==> src/rtl/ss_key_det.sv <==
// ss_key_det: save-state hot-key detector.
// Snoops NES pad-1 polls ($4016 strobe/read) on the CPU bus and publishes
// the decoded pad byte. It then raises menu/save/load requests when a
// configured key combination is held for HOLD_POLLS polls, or when the
// debounced external menu button is pressed.
// Ports:
//   clk, rst_n        system clock, async active-low reset
//   cpu_addr/rw/dat   CPU bus as seen at the cartridge edge
//   m2                CPU phase-2 clock (async to clk)
//   cfg               key combinations and enables
//   ss_btn            external menu button, active-low, async
//   pad_state/valid   last complete poll and its one-cycle update pulse
//   ss_req_*          one-cycle request pulses, at most one high per cycle

package ss_key_det_pkg;
    typedef struct packed {
        logic [7:0] ss_key_save;
        logic [7:0] ss_key_load;
        logic [7:0] ss_key_menu;
        logic       ct_ss_on;
        logic       ct_ss_btn;
    } SysCfg;
endpackage

module ss_key_det
    import ss_key_det_pkg::*;
#(
    parameter int unsigned HOLD_POLLS   = 3,
    parameter int unsigned DEBOUNCE_CYC = 65535
) (
    input  logic        clk,
    input  logic        rst_n,
    input  logic [15:0] cpu_addr,
    input  logic        cpu_rw,
    input  logic        m2,
    input  logic [7:0]  cpu_dat,
    input  SysCfg       cfg,
    input  logic        ss_btn,
    output logic [7:0]  pad_state,
    output logic        pad_valid,
    output logic        ss_req_save,
    output logic        ss_req_load,
    output logic        ss_req_menu
);

    localparam int unsigned HOLD_W = 4;
    localparam int unsigned DB_W   = $clog2(DEBOUNCE_CYC + 1);
    localparam int unsigned NKEY   = 3;   // 0 menu, 1 save, 2 load (priority order)

    logic              m2_s1_q, m2_s1_d, m2_s2_q, m2_s2_d, m2_prev_q, m2_prev_d;
    logic              btn_s1_q, btn_s1_d, btn_s2_q, btn_s2_d;
    logic [15:0]       addr_q, addr_d;
    logic              rw_q, rw_d;
    logic [7:0]        dat_q, dat_d;
    logic              strobe_q, strobe_d;
    logic [3:0]        cnt_q, cnt_d;
    logic [7:0]        shift_q, shift_d;
    logic              poll_en_q, poll_en_d;
    logic              load_q, load_d;
    logic [7:0]        pad_state_q, pad_state_d;
    logic              pad_valid_q, pad_valid_d;
    logic [HOLD_W-1:0] hold_q [NKEY];
    logic [HOLD_W-1:0] hold_d [NKEY];
    logic [NKEY-1:0]   armed_q, armed_d;
    logic              db_state_q, db_state_d;
    logic [DB_W-1:0]   db_cnt_q, db_cnt_d;
    logic              req_save_q, req_save_d, req_load_q, req_load_d, req_menu_q, req_menu_d;

    logic [7:0]        keys [NKEY];
    logic              m2_fall;
    logic [NKEY-1:0]   match, raw_fire, fire;
    logic              btn_press;

    assign keys[0] = cfg.ss_key_menu;
    assign keys[1] = cfg.ss_key_save;
    assign keys[2] = cfg.ss_key_load;

    // Next-state logic for bus snoop, pad decode, hold tracking and debounce.
    always_comb begin
        m2_s1_d     = m2;
        m2_s2_d     = m2_s1_q;
        m2_prev_d   = m2_s2_q;
        btn_s1_d    = ss_btn;
        btn_s2_d    = btn_s1_q;
        addr_d      = cpu_addr;
        rw_d        = cpu_rw;
        dat_d       = cpu_dat;
        strobe_d    = strobe_q;
        cnt_d       = cnt_q;
        shift_d     = shift_q;
        poll_en_d   = poll_en_q;
        load_d      = 1'b0;
        pad_state_d = pad_state_q;
        pad_valid_d = 1'b0;
        armed_d     = armed_q;
        db_state_d  = db_state_q;
        db_cnt_d    = db_cnt_q;
        match       = '0;
        raw_fire    = '0;
        fire        = '0;
        btn_press   = 1'b0;
        for (int k = 0; k < NKEY; k++) hold_d[k] = hold_q[k];

        // Bus cycle completes on the synchronized m2 falling edge.
        m2_fall = m2_prev_q & ~m2_s2_q;
        if (m2_fall && addr_q == 16'h4016) begin
            if (!rw_q) begin
                strobe_d = dat_q[0];
                // Strobe release starts a fresh poll; only this enables reads.
                if (strobe_q && !dat_q[0]) begin
                    cnt_d     = 4'd0;
                    shift_d   = 8'd0;
                    poll_en_d = 1'b1;
                end
            end else if (!strobe_q && poll_en_q && cnt_q < 4'd8) begin
                shift_d[cnt_q[2:0]] = dat_q[0];
                cnt_d               = cnt_q + 4'd1;
                if (cnt_q == 4'd7) begin
                    poll_en_d = 1'b0;
                    load_d    = 1'b1;
                end
            end
        end

        if (load_q) begin
            pad_state_d = shift_q;
            pad_valid_d = 1'b1;
        end

        // Hold tracking per key on each published poll.
        if (pad_valid_q) begin
            for (int k = 0; k < NKEY; k++) begin
                match[k] = (keys[k] != 8'd0) && (pad_state_q == keys[k]);
                if (match[k]) begin
                    if (hold_q[k] != HOLD_W'(HOLD_POLLS))
                        hold_d[k] = hold_q[k] + HOLD_W'(1);
                    raw_fire[k] = armed_q[k] && (hold_d[k] == HOLD_W'(HOLD_POLLS));
                    if (raw_fire[k]) armed_d[k] = 1'b0;
                end else begin
                    hold_d[k]  = '0;
                    armed_d[k] = 1'b1;
                end
            end
        end
        // A lower-priority key matching alongside a higher one has an equal
        // combination; it is disarmed above but never fires.
        fire[0] = raw_fire[0];
        fire[1] = raw_fire[1] & ~match[0];
        fire[2] = raw_fire[2] & ~match[0] & ~match[1];

        if (!cfg.ct_ss_on) begin
            for (int k = 0; k < NKEY; k++) hold_d[k] = '0;
            armed_d = '1;
            fire    = '0;
        end

        // Button debounce: counts cycles the input differs from the accepted level.
        if (!cfg.ct_ss_btn) begin
            db_state_d = 1'b1;
            db_cnt_d   = '0;
        end else if (btn_s2_q == db_state_q) begin
            db_cnt_d = '0;
        end else if (db_cnt_q == DB_W'(DEBOUNCE_CYC - 1)) begin
            db_state_d = btn_s2_q;
            db_cnt_d   = '0;
            btn_press  = db_state_q;
        end else begin
            db_cnt_d = db_cnt_q + DB_W'(1);
        end

        req_menu_d = fire[0] | btn_press;
        req_save_d = fire[1] & ~req_menu_d;
        req_load_d = fire[2] & ~req_menu_d & ~fire[1];
    end

    // State registers.
    always_ff @(posedge clk or negedge rst_n) begin
        if (!rst_n) begin
            m2_s1_q     <= 1'b0;
            m2_s2_q     <= 1'b0;
            m2_prev_q   <= 1'b0;
            btn_s1_q    <= 1'b1;
            btn_s2_q    <= 1'b1;
            addr_q      <= 16'd0;
            rw_q        <= 1'b1;
            dat_q       <= 8'd0;
            strobe_q    <= 1'b0;
            cnt_q       <= 4'd0;
            shift_q     <= 8'd0;
            poll_en_q   <= 1'b0;
            load_q      <= 1'b0;
            pad_state_q <= 8'd0;
            pad_valid_q <= 1'b0;
            for (int k = 0; k < NKEY; k++) hold_q[k] <= '0;
            armed_q     <= '1;
            db_state_q  <= 1'b1;
            db_cnt_q    <= '0;
            req_save_q  <= 1'b0;
            req_load_q  <= 1'b0;
            req_menu_q  <= 1'b0;
        end else begin
            m2_s1_q     <= m2_s1_d;
            m2_s2_q     <= m2_s2_d;
            m2_prev_q   <= m2_prev_d;
            btn_s1_q    <= btn_s1_d;
            btn_s2_q    <= btn_s2_d;
            addr_q      <= addr_d;
            rw_q        <= rw_d;
            dat_q       <= dat_d;
            strobe_q    <= strobe_d;
            cnt_q       <= cnt_d;
            shift_q     <= shift_d;
            poll_en_q   <= poll_en_d;
            load_q      <= load_d;
            pad_state_q <= pad_state_d;
            pad_valid_q <= pad_valid_d;
            for (int k = 0; k < NKEY; k++) hold_q[k] <= hold_d[k];
            armed_q     <= armed_d;
            db_state_q  <= db_state_d;
            db_cnt_q    <= db_cnt_d;
            req_save_q  <= req_save_d;
            req_load_q  <= req_load_d;
            req_menu_q  <= req_menu_d;
        end
    end

    assign pad_state   = pad_state_q;
    assign pad_valid   = pad_valid_q;
    assign ss_req_save = req_save_q;
    assign ss_req_load = req_load_q;
    assign ss_req_menu = req_menu_q;

endmodule
==> config.mk <==
export PLATFORM = sky130hd
export DESIGN_NAME = ss_key_det
export DESIGN_NICKNAME = d
export VERILOG_FILES = /design/src/rtl/ss_key_det.sv
export SDC_FILE = /design/constraint.sdc
export NUM_CORES = 1
export LEC_CHECK = 0
export BUFFER_PORTS_ARGS = -buffer_cell sky130_fd_sc_hd__buf_2
export CAP_MARGIN = 5
export CORE_UTILIZATION = 35
export DETAILED_ROUTE_END_ITERATION = 10
export MAX_ROUTING_LAYER = met4
export PLACE_DENSITY = 0.52
export SLEW_MARGIN = 15
export SYNTH_ARGS = -nofsm -noshare
export SYNTH_HDL_FRONTEND = slang
export SYNTH_SLANG_ARGS = --single-unit
==> constraint.sdc <==
create_clock -name clk -period 2.35 [get_ports clk]
set_input_delay 0.235 -clock clk [delete_from_list [all_inputs] [get_ports clk]]
set_output_delay 0.235 -clock clk [all_outputs]
set_load 0.005 [all_outputs]
# Word level (Yosys, flattened, before mapping)
# Index checks and enable logic that the tools add are counted.
[totals]
ff_bits = 82
input_bits = 55
[classes]
add_sub_neg = 5
magnitude_cmp = 3
eq_ne = 21
mux = 55
bitwise_logic = 14
reduce_logical = 24
[ops]
columns = ["cell", "n"]
rows = [
  ["4-bit two-way mux", 15],
  ["16-bit two-way mux", 3],
  ["1-bit two-way mux", 25],
  ["8-bit == test", 3],
  ["12-bit two-way mux", 2],
  ["8-bit two-way mux", 3],
  ["8-bit nonzero test", 3],
  ["16-bit by 1-bit adder with 16-bit output, second input constant", 1],
  ["4-bit by 1-bit adder with 4-bit output, second input constant", 4],
  ["16-bit by 15-bit == test with 1-bit output, second input constant", 1],
  ["16-bit == test, second input constant", 1],
  ["4-bit by 2-bit == test with 1-bit output, second input constant", 3],
  ["3-bit two-way mux", 4],
  ["4-bit by 2-bit != test with 1-bit output, second input constant", 3],
  ["1-bit logical AND", 11],
  ["2-bit AND reduction", 5],
  ["3-bit by 2-bit != test with 1-bit output, second input constant", 3],
  ["8-bit bitwise mux", 1],
  ["2-bit by 1-bit != test with 1-bit output, second input constant", 4],
  ["1-bit bitwise AND", 7],
  ["1-bit inverter", 6],
  ["4-bit by 3-bit == test with 1-bit output, second input constant", 1],
  ["3-bit by 4-bit < comparator with 1-bit output, second input constant", 1],
  ["4-bit < comparator, second input constant", 1],
  ["other kinds (10)", 11],
]

# Longest topological paths before layout
[logic_depth]
depth_word = 15
depth_mapped = 7
mapped_depth_nobuf = 6

# Worst setup path after synthesis
# OpenSTA, ideal clock, no wires.
[synth_path]
kind = "reg2reg"
start = "reg hold_q[4] (netlist name)"
end = "reg armed_q[1]"
setup_ps = 96
arrival_ps = 1797
required_ps = 2254
path_slack_ps = 457
path_stages_with_launch = 7
period_less_slack_ps = 1893
path_cell_list = "dfrtp_1 -> ha_1 -> nor2b_1 -> or4b_2 -> a21o_1 -> o21ai_0 -> o211ai_1"
[synth_between]
elab_chain_cells = 8
[synth_lines]
columns = ["item", "line_no", "source"]
rows = [
  ["start: declaration", "62", "logic [HOLD_W-1:0] hold_q [NKEY];"],
  ["4-bit by 1-bit adder with 4-bit output / 4-bit by 2-bit != test with 1-bit output (equally long branches)", "136, 135", ""],
  ["4-bit two-way mux *", "135", "if (hold_q[k] != HOLD_W'(HOLD_POLLS))"],
  ["4-bit two-way mux *", "134", "if (match[k]) begin"],
  ["4-bit two-way mux *", "131", "if (pad_valid_q) begin"],
  ["4-bit by 2-bit == test with 1-bit output *", "137", "raw_fire[k] = armed_q[k] && (hold_d[k] == HOLD_W'(HOLD_POLLS));"],
  ["1-bit logical AND *", "137", ""],
  ["3-bit by 2-bit != test with 1-bit output (no source line) *", "n/a", ""],
  ["2-bit AND reduction (no source line) *", "n/a", ""],
  ["end signal: assignment", "218", "armed_q <= armed_d;"],
  ["end: declaration", "64", "logic [NKEY-1:0] armed_q, armed_d;"],
]
# Mark *: on every way between the ends. The rest lies on a longest branch, timed or not. The select of a mux whose other input is x is not followed.
# A chain may end at the register's enable or synchronous reset.

# Worst setup path in the final report
[layout_path]
start = "reg hold_q[4] (netlist name)"
end = "reg req_save_q, in the netlist ss_req_save"
[layout_between]
elab_chain_cells = 11
[layout_lines]
columns = ["item", "line_no", "source"]
rows = [
  ["4-bit by 1-bit adder with 4-bit output / 4-bit by 2-bit != test with 1-bit output (equally long branches)", "136, 135", ""],
  ["4-bit two-way mux *", "135", ""],
  ["4-bit two-way mux *", "134", ""],
  ["4-bit two-way mux *", "131", ""],
  ["4-bit by 2-bit == test with 1-bit output *", "137", ""],
  ["1-bit logical AND *", "137", ""],
  ["1-bit two-way mux *", "134", ""],
  ["3-bit two-way mux *", "131", ""],
  ["1-bit bitwise AND *", "148", "fire[1] = raw_fire[1] & ~match[0];"],
  ["3-bit two-way mux *", "151", "if (!cfg.ct_ss_on) begin"],
  ["1-bit bitwise AND *", "172", "req_save_d = fire[1] & ~req_menu_d;"],
  ["named net req_save_d", "67", "logic req_save_q, req_save_d, req_load_q, req_load_d, req_menu_q, req_menu_d;"],
  ["end signal: assignment", "221", "req_save_q <= req_save_d;"],
  ["end: declaration", "67", ""],
]
# Mark *: on every way through the listed nets, which the timed path passes. The rest lies on a longest branch. The select of a mux whose other input is x is not followed.

==> key figures <==
Timing
  – Setup tns final: 0 ns
  – Layout Skew: 0.008440 ns
  – Final hold vios: 0
  – Final setup fails: 0
  – Max Slew Vio Count: 0
  – Period Utilization, post-route: 85.32%
  – Slew headroom: 60.87%
  – FMAX: 498.7 MHz
  – Slew @ Worst Pin: slightly below 0.6 ns
  – Min Tclk post-route: between 2 and 2.5 ns
  – RSZ-0062 raised after global routing: no

Die
  – # rows: 38
  – Die width: around 110 um
  – Starting Density: between 30% and 40%
  – Core Area: around 11000 um2
  – Die Footprint: between 10000 and 15000 um2
  – # IOs: between 60 and 70
  – DIE HEIGHT: ~110 um

Placement
  – RD Place Congestion: 0.8255
  – # port buffers: around 60
  – DP HPWL: roughly 5600 um

Power
  – LEAKAGE: roughly 0.0022 uW
  – Worst vdd ir: about 0.28 mV
  – Power Dens Cells: around 550 nW/um2
  – Overall Power: about 2600 uW

Drt
  – 1st-iter DRT viols: about 150
  – Post-DRT Antenna Nets: 0
  – Vias: approximately 3000
  – DR pass1 iterations: 5
  – Drt total wl: 7883 um
  – WL/cell: 13.18 um
  – Detailed-route DRC error count: 0
  – Via density: between 5 and 6

Clocking
  – Clk slew on worst S/H paths: around 0.08 ns
  – CTS tree: done
  – CTS sink cnt: between 80 and 90
  – Clk root buf: clkbuf_8
  – Clock Latency Late Sink: around 0.34 ns
  – CTS Buffer Depth: 2
  – # hold bufs at CTS: 21
  – H-tree Lvls: 3
  – CTS buffer count: 9
  – CTS-repair resized insts: 0
  – Setup repair bufs after CTS: 0

Synthesis
  – Post-synth EDFFs: 0
  – Synth cell types: 54
  – #FFs+latches synth: between 80 and 90
  – Syn Nets: 427
  – Simple logic cell fraction of the synthesized area: about 20%
  – Post-synthesis xor/xnor area fraction: between 8 and 9%
  – Ys flop type: dfrtp_1
  – Async S/R FF share, synth: 100.0%
  – Synth Area in Compound Gates: 10.04%
  – Sequential element share of the synthesized area: between 50 and 60%
  – Main combinational cell family by area after synthesis: simple AND/OR/NAND/NOR gates
  – Share of the synthesized area in the top cell type: between 40 and 50%
  – Synthesized area: 3901 um2
  – Synth Area in Adders: about 1.9%
  – Yosys warns: 0
  – Avg Inst Size Synth: 10.66 um2
  – Yosys top cell by area: dfrtp_1
  – Most instantiated cells after synthesis: 75 x dfrtp_1, 39 x nand2_1, 30 x xor2_1
  – Largest cells by area after synthesis: dfrtp_1 48%, xor2_1 6.7%, dfstp_2 4.7%
  – Top-count cell post-synth: dfrtp_1
  – Mux cell area share after synthesis: under 10%
  – Gate Count Post-Synth: between 300 and 400

Global routing
  – First-pass GRT wire length: around 14000 um
  – Initial antenna violation count: 0
  – Congestion Overflow GR: 0
  – Vias in the first global route: between 2000 and 3000
  – Largest net degree at the start of global routing: 45
  – Gr usage total: between 10% and 20%

Setup path
  – Crit path max fanout: 7
  – Required @ worst endpoint: approximately 2.6 ns
  – Kind of critical path: reg2reg
  – CP Capture Type: register
  – Critical path arrival: 2.28 ns
  – Element type at the critical path start: register

Finish
  – Nets: between 500 and 600
  – Share of cells above drive strength 1: between 20% and 30%
  – Area grow syn2layout: 22.90%
  – Total inserted antenna cells: 0

Job
  – Max-cap violations: 0

Worst hold path
  – Hold WC Path Type: in2reg

Outcome
  – Run status: finished, final reports clean
metrics by stage:
step | instance area, um2 | hold WS [ns] | std cells | util (%) | setup WS [ns]
2_1_floorplan | 3901 | -0.06059 | 366 | - | 0.4565
4_1_cts | 4795 | 0.04682 | 598 | 44.23 | 0.3468
6_report | 4795 | 0.06587 | 598 | 44.23 | 0.3449
5_1_grt | 4795 | 0.05501 | 598 | 44.23 | 0.1934
3_5_place_dp | 4387 | 0.2880 | 561 | 40.47 | 0.3627
3_3_place_gp | 4387 | 0.2892 | 561 | 40.47 | 0.3884
where the power goes:
group	leakage [uW]	total [uW]	switching (uW)	internal [uW]
combinational	0.00103	159	81.1	78.0
sequential	0.00107	1450	14.8	1440
clock	0.000101	1010	464	550
total	0.00220	2630	559	2070
placed cells by master (no fill, tap or decap), drive strengths merged, types with 10 or more instances in the layout:
| cell type | n |
|---|---|
| buf | 64 |
| clkbuf | 14 |
| dfrtp | 75 |
| dlygate4sd3 | 21 |
| inv | 15 |
| mux2 | 11 |
| nand2 | 39 |
| nand3 | 18 |
| nor2 | 29 |
| nor4 | 18 |
| o21ai | 13 |
| xnor2 | 10 |
| xor2 | 30 |
final timing paths:
| check | start | endpoint | slack (ns) | depth (start not counted) |
|---|---|---|---|---|
| setup / recovery | hold_q[4] | ss_req_save | 0.34 | 6 |
| hold / removal | cfg[0] | db_state_q | 0.07 | 2 |
| setup reg to reg | hold_q[4] | ss_req_save | 0.34 | 6 |
| hold reg to reg | btn_s1_q | btn_s2_q | 0.36 | 0 |
| max in group asynchronous | rst_n | armed_q[0] | 1.24 | 3 |
| min in group asynchronous | rst_n | hold_q[6] | 0.43 | 2 |
area by class of cell:
class	instances	area (um2)
fillers	1076	6046
inverters	15	56.30
clock inverters	2	35.03
flip-flops and latches	82	2061
repair buffers	85	558.0
clock buffers	14	162.7
well taps	140	175.2
multi-input cells	260	1747
per-layer routing:
| layer | share of wire [%] | vias to the layer above | global-route usage [%] |
|---|---|---|---|
| met5 | 0 | - | - |
| met4 | 1.7 | 0 | 5.577 |
| met3 | 4.0 | 13 | 2.906 |
| met2 | 47 | 66 | 24.22 |
| met1 | 47 | 1439 | 20.22 |
| li1 | - | 1475 | - |
sequential cells by signal (all words and copies together) (netlist names), 3 cells and up:
| name | flops |
|---|---|
| pad_state | 8 |
| db_cnt_q | 16 |
| addr_q | 16 |
| armed_q | 3 |
| hold_q | 12 |
| shift_q | 8 |
| cnt_q | 4 |
critical path, stage by stage, from the launching register on:
cell,delay [ns]
dfrtp_1,0.44
ha_1,0.23
nor2b_1,0.16
or4b_2,0.63
a21o_1,0.21
nor2_1,0.11
and3b_1,0.17
logic make-up after synthesis:
logic type	after synthesis
flops	82
xor+xnor	40
simple gates	150
compound gates	52
fa+ha+maj	6
buf+inv	24
mux	12
Note: power is estimated with default switching activity, not from simulation.
